**src/rtl/mult_share_ctrl.sv**
```systemverilog
// rtl/mult_share_ctrl.sv - round-robin scheduler sharing one pipelined multiplier among NREQ requesters
module mult_share_ctrl #(
    parameter int WIDTH = 4,
    parameter int NREQ  = 4,
    parameter int LAT   = 2,
    parameter int IDW   = 2
) (
    input  logic                    clk,
    input  logic                    rst_n,
    input  logic                    enable,
    input  logic [NREQ-1:0]         req,
    input  logic [NREQ*WIDTH-1:0]   op_a,
    input  logic [NREQ*WIDTH-1:0]   op_b,
    output logic [NREQ-1:0]         gnt,
    output logic [WIDTH-1:0]        mul_a,
    output logic [WIDTH-1:0]        mul_b,
    input  logic [2*WIDTH-1:0]      mul_y,
    output logic                    res_valid,
    output logic [IDW-1:0]          res_id,
    output logic [2*WIDTH-1:0]      res_y,
    output logic                    busy
);

    localparam logic [IDW:0]   NREQ_W  = (IDW+1)'(NREQ);
    localparam logic [IDW-1:0] LAST_ID = IDW'(NREQ - 1);

    logic [IDW-1:0]     rr_q, rr_d;
    logic [WIDTH-1:0]   mul_a_q, mul_a_d;
    logic [WIDTH-1:0]   mul_b_q, mul_b_d;
    logic [LAT-1:0]     tag_v_q;
    logic [IDW-1:0]     tag_id_q [LAT];
    logic               res_valid_q;
    logic [IDW-1:0]     res_id_q;
    logic [2*WIDTH-1:0] res_y_q;

    logic [NREQ-1:0]    gnt_d;
    logic               win_d;
    logic [IDW-1:0]     win_id_d;
    logic [IDW:0]       idx;

    // Grant the first requester at or after rr_q, wrapping modulo NREQ; nothing while in reset
    always_comb begin
        gnt_d    = '0;
        win_d    = 1'b0;
        win_id_d = '0;
        idx      = '0;
        if (rst_n && enable) begin
            for (int k = 0; k < NREQ; k++) begin
                idx = {1'b0, rr_q} + (IDW+1)'(k);
                if (idx >= NREQ_W) begin
                    idx = idx - NREQ_W;
                end
                if (!win_d && req[idx[IDW-1:0]]) begin
                    win_d                = 1'b1;
                    win_id_d             = idx[IDW-1:0];
                    gnt_d[idx[IDW-1:0]]  = 1'b1;
                end
            end
        end
    end

    // Issue next-state: operands and pointer move only when a grant is made
    always_comb begin
        rr_d    = rr_q;
        mul_a_d = mul_a_q;
        mul_b_d = mul_b_q;
        if (win_d) begin
            mul_a_d = op_a[win_id_d*WIDTH +: WIDTH];
            mul_b_d = op_b[win_id_d*WIDTH +: WIDTH];
            rr_d    = (win_id_d == LAST_ID) ? '0 : win_id_d + 1'b1;
        end
    end

    // Operand registers and round-robin pointer
    always_ff @(posedge clk or negedge rst_n) begin
        if (!rst_n) begin
            rr_q    <= '0;
            mul_a_q <= '0;
            mul_b_q <= '0;
        end else begin
            rr_q    <= rr_d;
            mul_a_q <= mul_a_d;
            mul_b_q <= mul_b_d;
        end
    end

    // Tag pipeline shadows the multiplier; last stage lines up with mul_y
    always_ff @(posedge clk or negedge rst_n) begin
        if (!rst_n) begin
            tag_v_q <= '0;
            for (int s = 0; s < LAT; s++) begin
                tag_id_q[s] <= '0;
            end
        end else begin
            for (int s = LAT - 1; s > 0; s--) begin
                tag_v_q[s]  <= tag_v_q[s-1];
                tag_id_q[s] <= tag_id_q[s-1];
            end
            tag_v_q[0]  <= win_d;
            tag_id_q[0] <= win_id_d;
        end
    end

    // Result capture; id and product hold between pulses
    always_ff @(posedge clk or negedge rst_n) begin
        if (!rst_n) begin
            res_valid_q <= 1'b0;
            res_id_q    <= '0;
            res_y_q     <= '0;
        end else begin
            res_valid_q <= tag_v_q[LAT-1];
            if (tag_v_q[LAT-1]) begin
                res_id_q <= tag_id_q[LAT-1];
                res_y_q  <= mul_y;
            end
        end
    end

    assign gnt       = gnt_d;
    assign mul_a     = mul_a_q;
    assign mul_b     = mul_b_q;
    assign res_valid = res_valid_q;
    assign res_id    = res_id_q;
    assign res_y     = res_y_q;
    assign busy      = |tag_v_q;

endmodule
```
**config.mk**
```make
export PLATFORM = sky130hd
export DESIGN_NAME = mult_share_ctrl
export DESIGN_NICKNAME = d
export VERILOG_FILES = /design/src/rtl/mult_share_ctrl.sv
export SDC_FILE = /design/constraint.sdc
export NUM_CORES = 1
export LEC_CHECK = 0
export BUFFER_PORTS_ARGS = -buffer_cell sky130_fd_sc_hd__buf_2
export CAP_MARGIN = 20
export CORE_MARGIN = 5
export CORE_UTILIZATION = 45
export CTS_CLUSTER_DIAMETER = 100
export DETAILED_ROUTE_END_ITERATION = 16
export PLACE_DENSITY = 0.75
export SLEW_MARGIN = 5
export SYNTH_ARGS = -nofsm -noshare
export SYNTH_HDL_FRONTEND = slang
export SYNTH_SLANG_ARGS = --single-unit
export TNS_END_PERCENT = 20
```
**constraint.sdc**
```tcl
create_clock -name clk -period 4.7 [get_ports clk]
set_clock_uncertainty 0.2 [all_clocks]
set_input_delay 0.235 -clock clk [delete_from_list [all_inputs] [get_ports clk]]
set_output_delay 0.235 -clock clk [all_outputs]
set_load 0.05 [all_outputs]
```
==> results of run 1 <==
per-layer routing:
metal | vias up | wire [um] | GRT usage
met3 | 6 | 293 | 0.0356
met2 | 58 | 1850 | 0.244
met5 | - | 0 | 0
met1 | 662 | 1710 | 0.210
li1 | 710 | - | -
met4 | 0 | 57 | 0.0563
per-stage QoR:
step / instance area (um2) / setup WS (ns) / util / hold WS [ns]
3_3_place_gp: 2120 / 1.38 / 0.538 / 0.0779
6_report: 2260 / 0.981 / 0.574 / 0.115
3_5_place_dp: 2120 / 1.29 / 0.538 / 0.0873
4_1_cts: 2260 / 0.969 / 0.573 / 0.109
5_1_grt: 2260 / 0.711 / 0.573 / 0.131
2_1_floorplan: 1820 / 1.54 / - / -0.261
logic make-up (layout without fill, tap and decap cells):
group           Yosys count  count (layout)
buf+inv                  17              89
fa+ha+maj                 8               8
other cells               0               1
flops                    27              27
mux                      34              34
xor+xnor                  1               1
simple gates             36              36
compound gates           33              33
repair_timing:
action,CTS,global route
hold endpoints to repair,35,0
setup endpoints to repair,0,0
hold buffers,9,0
cell usage after synthesis, drive strengths merged:
library cell,instances,area share
dfrtp,27,0.37
mux2i,21,0.12
nor2,16,0.033
mux2,12,0.076
a221oi,9,0.071
buf,9,0.054
ha,8,0.055
a21oi,7,0.019
nand2,7,0.019
a22o,4,0.019
inv,4,0.0083
o21ai,4,0.013
clkbuf,3,0.0083
nor3,3,0.0083
nand2b,2,0.0069
nor2b,2,0.0069
nor3b,2,0.0083
o211ai,2,0.014
a2111o,1,0.0062
a211oi,1,0.011
a21o,1,0.0041
a31oi,1,0.0034
and2,1,0.0034
and3b,1,0.0048
bufinv,1,0.0097
mux4,1,0.012
nand3,1,0.0028
o2111ai,1,0.0048
o221ai,1,0.0048
o41ai,1,0.015
or2,1,0.0034
xor2,1,0.0048
how the worst max path moves through the flow:
stage / from / end / slack [ns]
3_5_place_dp: rr_q[0] / gnt[0] / 1.29
6_report: rr_q[0] / gnt[0] / 0.98
5_1_grt: rr_q[0] / gnt[0] / 0.71
2_1_floorplan: rr_q[0] / gnt[0] / 1.54
3_3_place_gp: rr_q[0] / gnt[1] / 1.38
4_1_cts: rr_q[0] / gnt[0] / 0.97
cell usage in the layout (no fill, tap or decap), types with 4 or more instances in the layout:
master	netlist	layout
sky130_fd_sc_hd__dlygate4sd3_1	0	9
sky130_fd_sc_hd__dfrtp_1	27	27
sky130_fd_sc_hd__a22o_1	4	4
sky130_fd_sc_hd__inv_1	4	4
sky130_fd_sc_hd__mux2_2	11	11
sky130_fd_sc_hd__a21oi_1	7	7
sky130_fd_sc_hd__mux2i_1	21	21
sky130_fd_sc_hd__ha_1	8	8
sky130_fd_sc_hd__a221oi_2	8	8
sky130_fd_sc_hd__buf_2	2	70
sky130_fd_sc_hd__nor2_1	16	16
sky130_fd_sc_hd__nand2_1	6	6
power by group through the flow:
stage	clock, mW	combinational [mW]	sequential (mW)
floorplan	0	0.479	0.487
global placement	0	0.680	0.368
detailed placement	0	0.691	0.368
CTS	0.138	0.696	0.366
global route	0.146	0.746	0.379
finish	0.133	0.692	0.364
sequential cells by signal (all words and copies together), names as in the netlist:
signal	cells
mul_a	4
mul_b	4
res_id	2
res_valid	1
res_y	8
rr_q	2
tag_id_q	4
tag_v_q	2
critical path: stages (launching register included):
cell and delay, ns:
sky130_fd_sc_hd__dfrtp_1 0.81, sky130_fd_sc_hd__inv_1 0.24, sky130_fd_sc_hd__ha_1 0.59, sky130_fd_sc_hd__mux4_2 0.45
sky130_fd_sc_hd__a211oi_4 0.24, sky130_fd_sc_hd__a22o_1 0.17, sky130_fd_sc_hd__mux2i_1 0.07, sky130_fd_sc_hd__a21oi_1 0.15
sky130_fd_sc_hd__buf_2 0.28
area by class of cell:
cell class / count / area share
Clock inverter: 1 / 0.00332
Sequential cell: 27 / 0.299
Multi-Input combinational cell: 112 / 0.439
Tap cell: 50 / 0.0276
Timing Repair Buffer: 80 / 0.198
Antenna cell: 1 / 0.00111
Clock buffer: 3 / 0.0182
Inverter: 5 / 0.0144
==> impl_metrics.csv, run 1 <==
group,metric,value,unit
power,power.switching_fraction,0.488,
layout,area_growth_syn_to_layout,24.7,%
floorplanning,floorplan.die.width,73.5,um
worst_hold_path,hold_path.startpoint,"op_b[1]",
yosys,yosysWarningCount,0,
global_routing,grt_pass1_vias,1496,
sta,rsz0062_at_grt,"false",
yosys,synth_xor_area_frac,0.00482,
power,peakVddDrop,0.276,mV
yosys,synth_compound_area_frac,0.186,
drt,routed_wirelength,3920,um
layout,drive_above_1_share,0.456,
clock_network,clock_path_buffers,2,
yosys,synth.ff_latch_count,27,
placement,portBuffers,70,
floorplanning,core,3940,um2
placement,gpl.final_weighted_congestion,0.815,
yosys,syn-instance-count,156,
setup_path,required,4.26,ns
status,run_status,"complete, no violations",
yosys,post_synth_fa_ha_maj_area_fraction,0.0551,
setup_path,r2r_end,"mul_b[0]",
yosys,synth.area.mux_share,0.205,
power,power.share.clock,0.112,
yosys,post_synth_num_cell_types,41,
sta,timing.final.crit_share,0.791,
sta,finalHoldViolations,0,
yosys,synth_simple_gate_area_share,0.0965,
yosys,avgSynthCellArea,11.6,um2
clock_network,number_of_buffers_inserted_by_post_cts_setup_repair,0,
clock_network,clock_sinks,27,
worst_hold_path,min_to,"mul_b[1]",
flow_run,cap_violations,0,
yosys,syn_nets,211,
setup_path,timing.critical_path.from_type,"flip-flop",
clock_network,ctsRootBufferMaster,"sky130_fd_sc_hd__clkbuf_8",
placement,dp_cells,265,
sta,worst_slew_pin_slew,0.711,ns
floorplanning,boundaryPins,71,
worst_hold_path,min_delay_path_depth,3,
layout,fin_cells,279,
setup_path,path_class,"flip-flop to output pin",
setup_path,crit_path_end_kind,"output pin",
clock_network,worst_skew_pair.late_latency,0.27,ns
sta,max_clock_freq,269,MHz
drt,detailed_router_s_first_iteration_violation_count,120,
worst_hold_path,holdCritPathClass,"input port to flip-flop",
power,p_per_area,525,nW/um2
drt,drtPass1Iterations,4,
floorplanning,number_of_placement_rows,23,
clock_network,htree_levels,1,
sta,maxSlewViolCount,0,
power,p_leak,1.08,nW
sta,finalSetupViolations,0,
global_routing,initial_antenna_violation_count,0,
global_routing,grt_first_pass_wirelength,6690,um
layout,sequential_cell_area,676,um2
clock_network,worst_setup_hold_path_clk_slew,0.09,ns
sta,tns,0,ns
layout,final.fill_count,336,
sta,final.min_clock_period,3.72,ns
clock_network,cts_repair_resize_count,0,
floorplanning,fp.dieArea,5400,um2
power,power,1.19,mW
setup_path,timing.critical_path.arrival,3.28,ns
power,share_comb_of_total_power,0.582,
power,p_sw,0.580,mW
setup_path,r2r-start,"rr_q[0]",
drt,drc,0,
yosys,synth.cell_area,1820,um2
sta,worst_slew_margin_rel,0.526,
drt,vias_per_inst,5.15,
power,internal-power,0.609,mW
clock_network,cts_tree,"yes",
floorplanning,initial_utilization,0.460,
yosys,synth.yosys.seq_area_share,0.372,
global_routing,overflow,0,
drt,route.antenna.remaining_nets,0,
power,pwr-share-seq,0.306,
layout,design.final.nets,284,
setup_path,critical_path.max_fanout,22,
drt,vias,1436,
clock_network,cts_buffers,3,
global_routing,global_route.usage.total,0.156,
yosys,largest_family_of_logic_cells_by_synthesized_area,"multiplexers",
drt,wl_per_cell,14.0,um
global_routing,grt_start_max_net_pins,29,
floorplanning,chipHeight,73.5,um
setup_path,setup_slack_of_the_most_critical_reg_to_reg_path,1.41,ns
setup_path,r2r.worst_path.cells,8,
layout,multi_input_comb_area,993,um2
placement,dp.final_hpwl,2860,um
No activity file was read; power rests on OpenSTA's default activity.
==> run 2, diff against run 1 <==
==> constraint.sdc (replaced) <==
create_clock -name clk -period 3.9 [get_ports clk]
set_clock_uncertainty 0.2 [all_clocks]
set_input_delay 0.195 -clock clk [delete_from_list [all_inputs] [get_ports clk]]
set_output_delay 0.195 -clock clk [all_outputs]
set_load 0.05 [all_outputs]
==> run 2 against run 1 <==
Effect of this change:
- cell area rose by 0.55%
- register-to-register slack worse by 0.53 ns
- global-route usage rose by 0.30 points
- hold slack lost 0.046 ns
- clock-buffer cell count stayed put
- sequential share of layout area fell by 0.16 points
- first-iteration DRC count down 43%
- combinational power increased by 27%
- core utilization rose by 0.32 points
- sequential power grew 12%
- clock power up 24%
- total power grew 22%
- highest routed layer unchanged
==> impl_metrics.csv, run 2 (synthesized netlist as in run 1, its figures left out) <==
group,metric,value,unit
layout,final.fill_count,338,
setup_path,crit_path_end_kind,"output pin",
layout,commonest_cells_after_routing_fill_and_taps_aside,"sky130_fd_sc_hd__buf_2 (70), sky130_fd_sc_hd__dfrtp_1 (27), sky130_fd_sc_hd__mux2i_1 (21)",
power,power,1.45,mW
sta,worst_slew_margin_rel,0.688,
placement,postPlaceCellArea,2140,um2
placement,dp.final_hpwl,2920,um
floorplanning,core,3940,um2
clock_network,worst_setup_hold_path_clk_slew,0.09,ns
drt,vias,1453,
floorplanning,floorplan.die.width,73.5,um
drt,detailed_router_s_first_iteration_violation_count,68,
layout,layout.cells.most_common,"sky130_fd_sc_hd__buf_2",
layout,design.final.nets,286,
sta,max_clock_freq,291,MHz
floorplanning,number_of_placement_rows,23,
floorplanning,chipHeight,73.5,um
layout,area_growth_syn_to_layout,25.4,%
placement,portBuffers,70,
layout,largest_register_ffs,8,
layout,multi_input_comb_area,993,um2
drt,drtPass1Iterations,4,
global_routing,grt_first_pass_wirelength,6770,um
setup_path,path_class,"flip-flop to output pin",
layout,finish.instance_area,2280,um2
sta,rsz0062_at_grt,"false",
setup_path,timing.critical_path.from_type,"flip-flop",
power,p_per_area,638,nW/um2
clock_network,ctsRootBufferMaster,"sky130_fd_sc_hd__clkbuf_8",
global_routing,grt_pass1_vias,1500,
floorplanning,fp.dieArea,5400,um2
sta,worst_slew_pin_slew,0.466,ns
clock_network,clock_path_buffers,2,
sta,final.min_clock_period,3.44,ns
worst_hold_path,holdCritPathClass,"input port to flip-flop",
layout,drive_above_1_share,0.461,
placement,gpl.final_weighted_congestion,0.783,
sta,worst_hold_slack,0.0690,ns
power,p_leak,1.09,nW
flow_run,cap_violations,0,
layout,post-route-util,0.577,
global_routing,grt_start_max_net_pins,29,
global_routing,initial_antenna_violation_count,0,
global_routing,overflow,0,
clock_network,htree_levels,1,
drt,drc,0,
sta,finalHoldViolations,0,
sta,maxSlewViolCount,0,
layout,antenna-diode-count,0,
drt,routed_wirelength,3900,um
setup_path,required,3.50,ns
sta,timing.final.crit_share,0.882,
floorplanning,initial_utilization,0.460,
drt,vias_per_inst,5.19,
sta,tns,0,ns
global_routing,global_route.usage.total,0.159,
layout,sequential_cell_area,676,um2
clock_network,clock_sinks,27,
drt,route.antenna.remaining_nets,0,
clock_network,cts_buffers,3,
clock_network,worst_skew_pair.late_latency,0.28,ns
status,run_status,"complete, no violations",
power,peakVddDrop,0.321,mV
clock_network,cts_tree,"yes",
drt,wl_per_cell,13.9,um
setup_path,timing.critical_path.arrival,3.05,ns
sta,finalSetupViolations,0,
floorplanning,boundaryPins,71,
setup_path,critical_path.max_fanout,13,
run 2: cell type report:
type | count | share of cell area
sequential | 27 | 0.297
clock inverter | 1 | 0.00330
inverter | 5 | 0.0143
timing repair buffer | 82 | 0.203
tap | 50 | 0.0275
clock buffer | 3 | 0.0181
multi-input combinational | 112 | 0.437
run 2: worst paths after layout:
path                                  start          end  slack [ns]  cells after the start
worst min register to register  tag_id_q[3]  tag_id_q[1]        0.15                      0
worst min-delay path                op_b[1]     mul_b[1]        0.07                      3
worst max register to register      rr_q[1]     mul_b[0]        0.88                      8
max in group asynchronous             rst_n      rr_q[1]        3.02                      3
min in group asynchronous             rst_n     mul_b[2]        0.23                      3
worst max-delay path                rr_q[1]       gnt[3]        0.46                      8
run 2: metal layers:
layer	up-vias	share of wire	wire length, um	track usage
met1	662	0.42	1650	0.213
met4	0	0.032	125	0.0724
met2	66	0.47	1820	0.239
met3	10	0.080	313	0.0410
met5	-	0	0	0
li1	715	-	-	-
run 2: through the flow:
| step | std cells | setup slack [ns] |
|---|---|---|
| after floorplan | 156 | 0.775 |
| after global placement | 267 | 0.904 |
| after detailed placement | 267 | 0.789 |
| after CTS | 280 | 0.470 |
| after global routing | 280 | 0.265 |
| final | 280 | 0.460 |
run 2: power by group:
| group | switching, mW | internal (mW) | leakage [nW] |
|---|---|---|---|
| Combinational | 0.564 | 0.317 | 0.742 |
| Clock | 0.0918 | 0.0727 | 0.0217 |
| Sequential | 0.0536 | 0.352 | 0.327 |
run 2: critical path, cell delays in order (launching register included):
cell	delay, ns
sky130_fd_sc_hd__dfrtp_1	0.62
sky130_fd_sc_hd__inv_1	0.19
sky130_fd_sc_hd__ha_1	0.58
sky130_fd_sc_hd__mux4_2	0.45
sky130_fd_sc_hd__a211oi_4	0.25
sky130_fd_sc_hd__a22o_1	0.17
sky130_fd_sc_hd__mux2i_1	0.07
sky130_fd_sc_hd__a21oi_1	0.16
sky130_fd_sc_hd__buf_2	0.28
run 2: repair_timing:
item	in CTS	in global routing
hold buffers	9	0
endpoints found under the setup margin	0	0
setup buffers	0	0
hold endpoints to repair	35	0
resized for setup	0	0
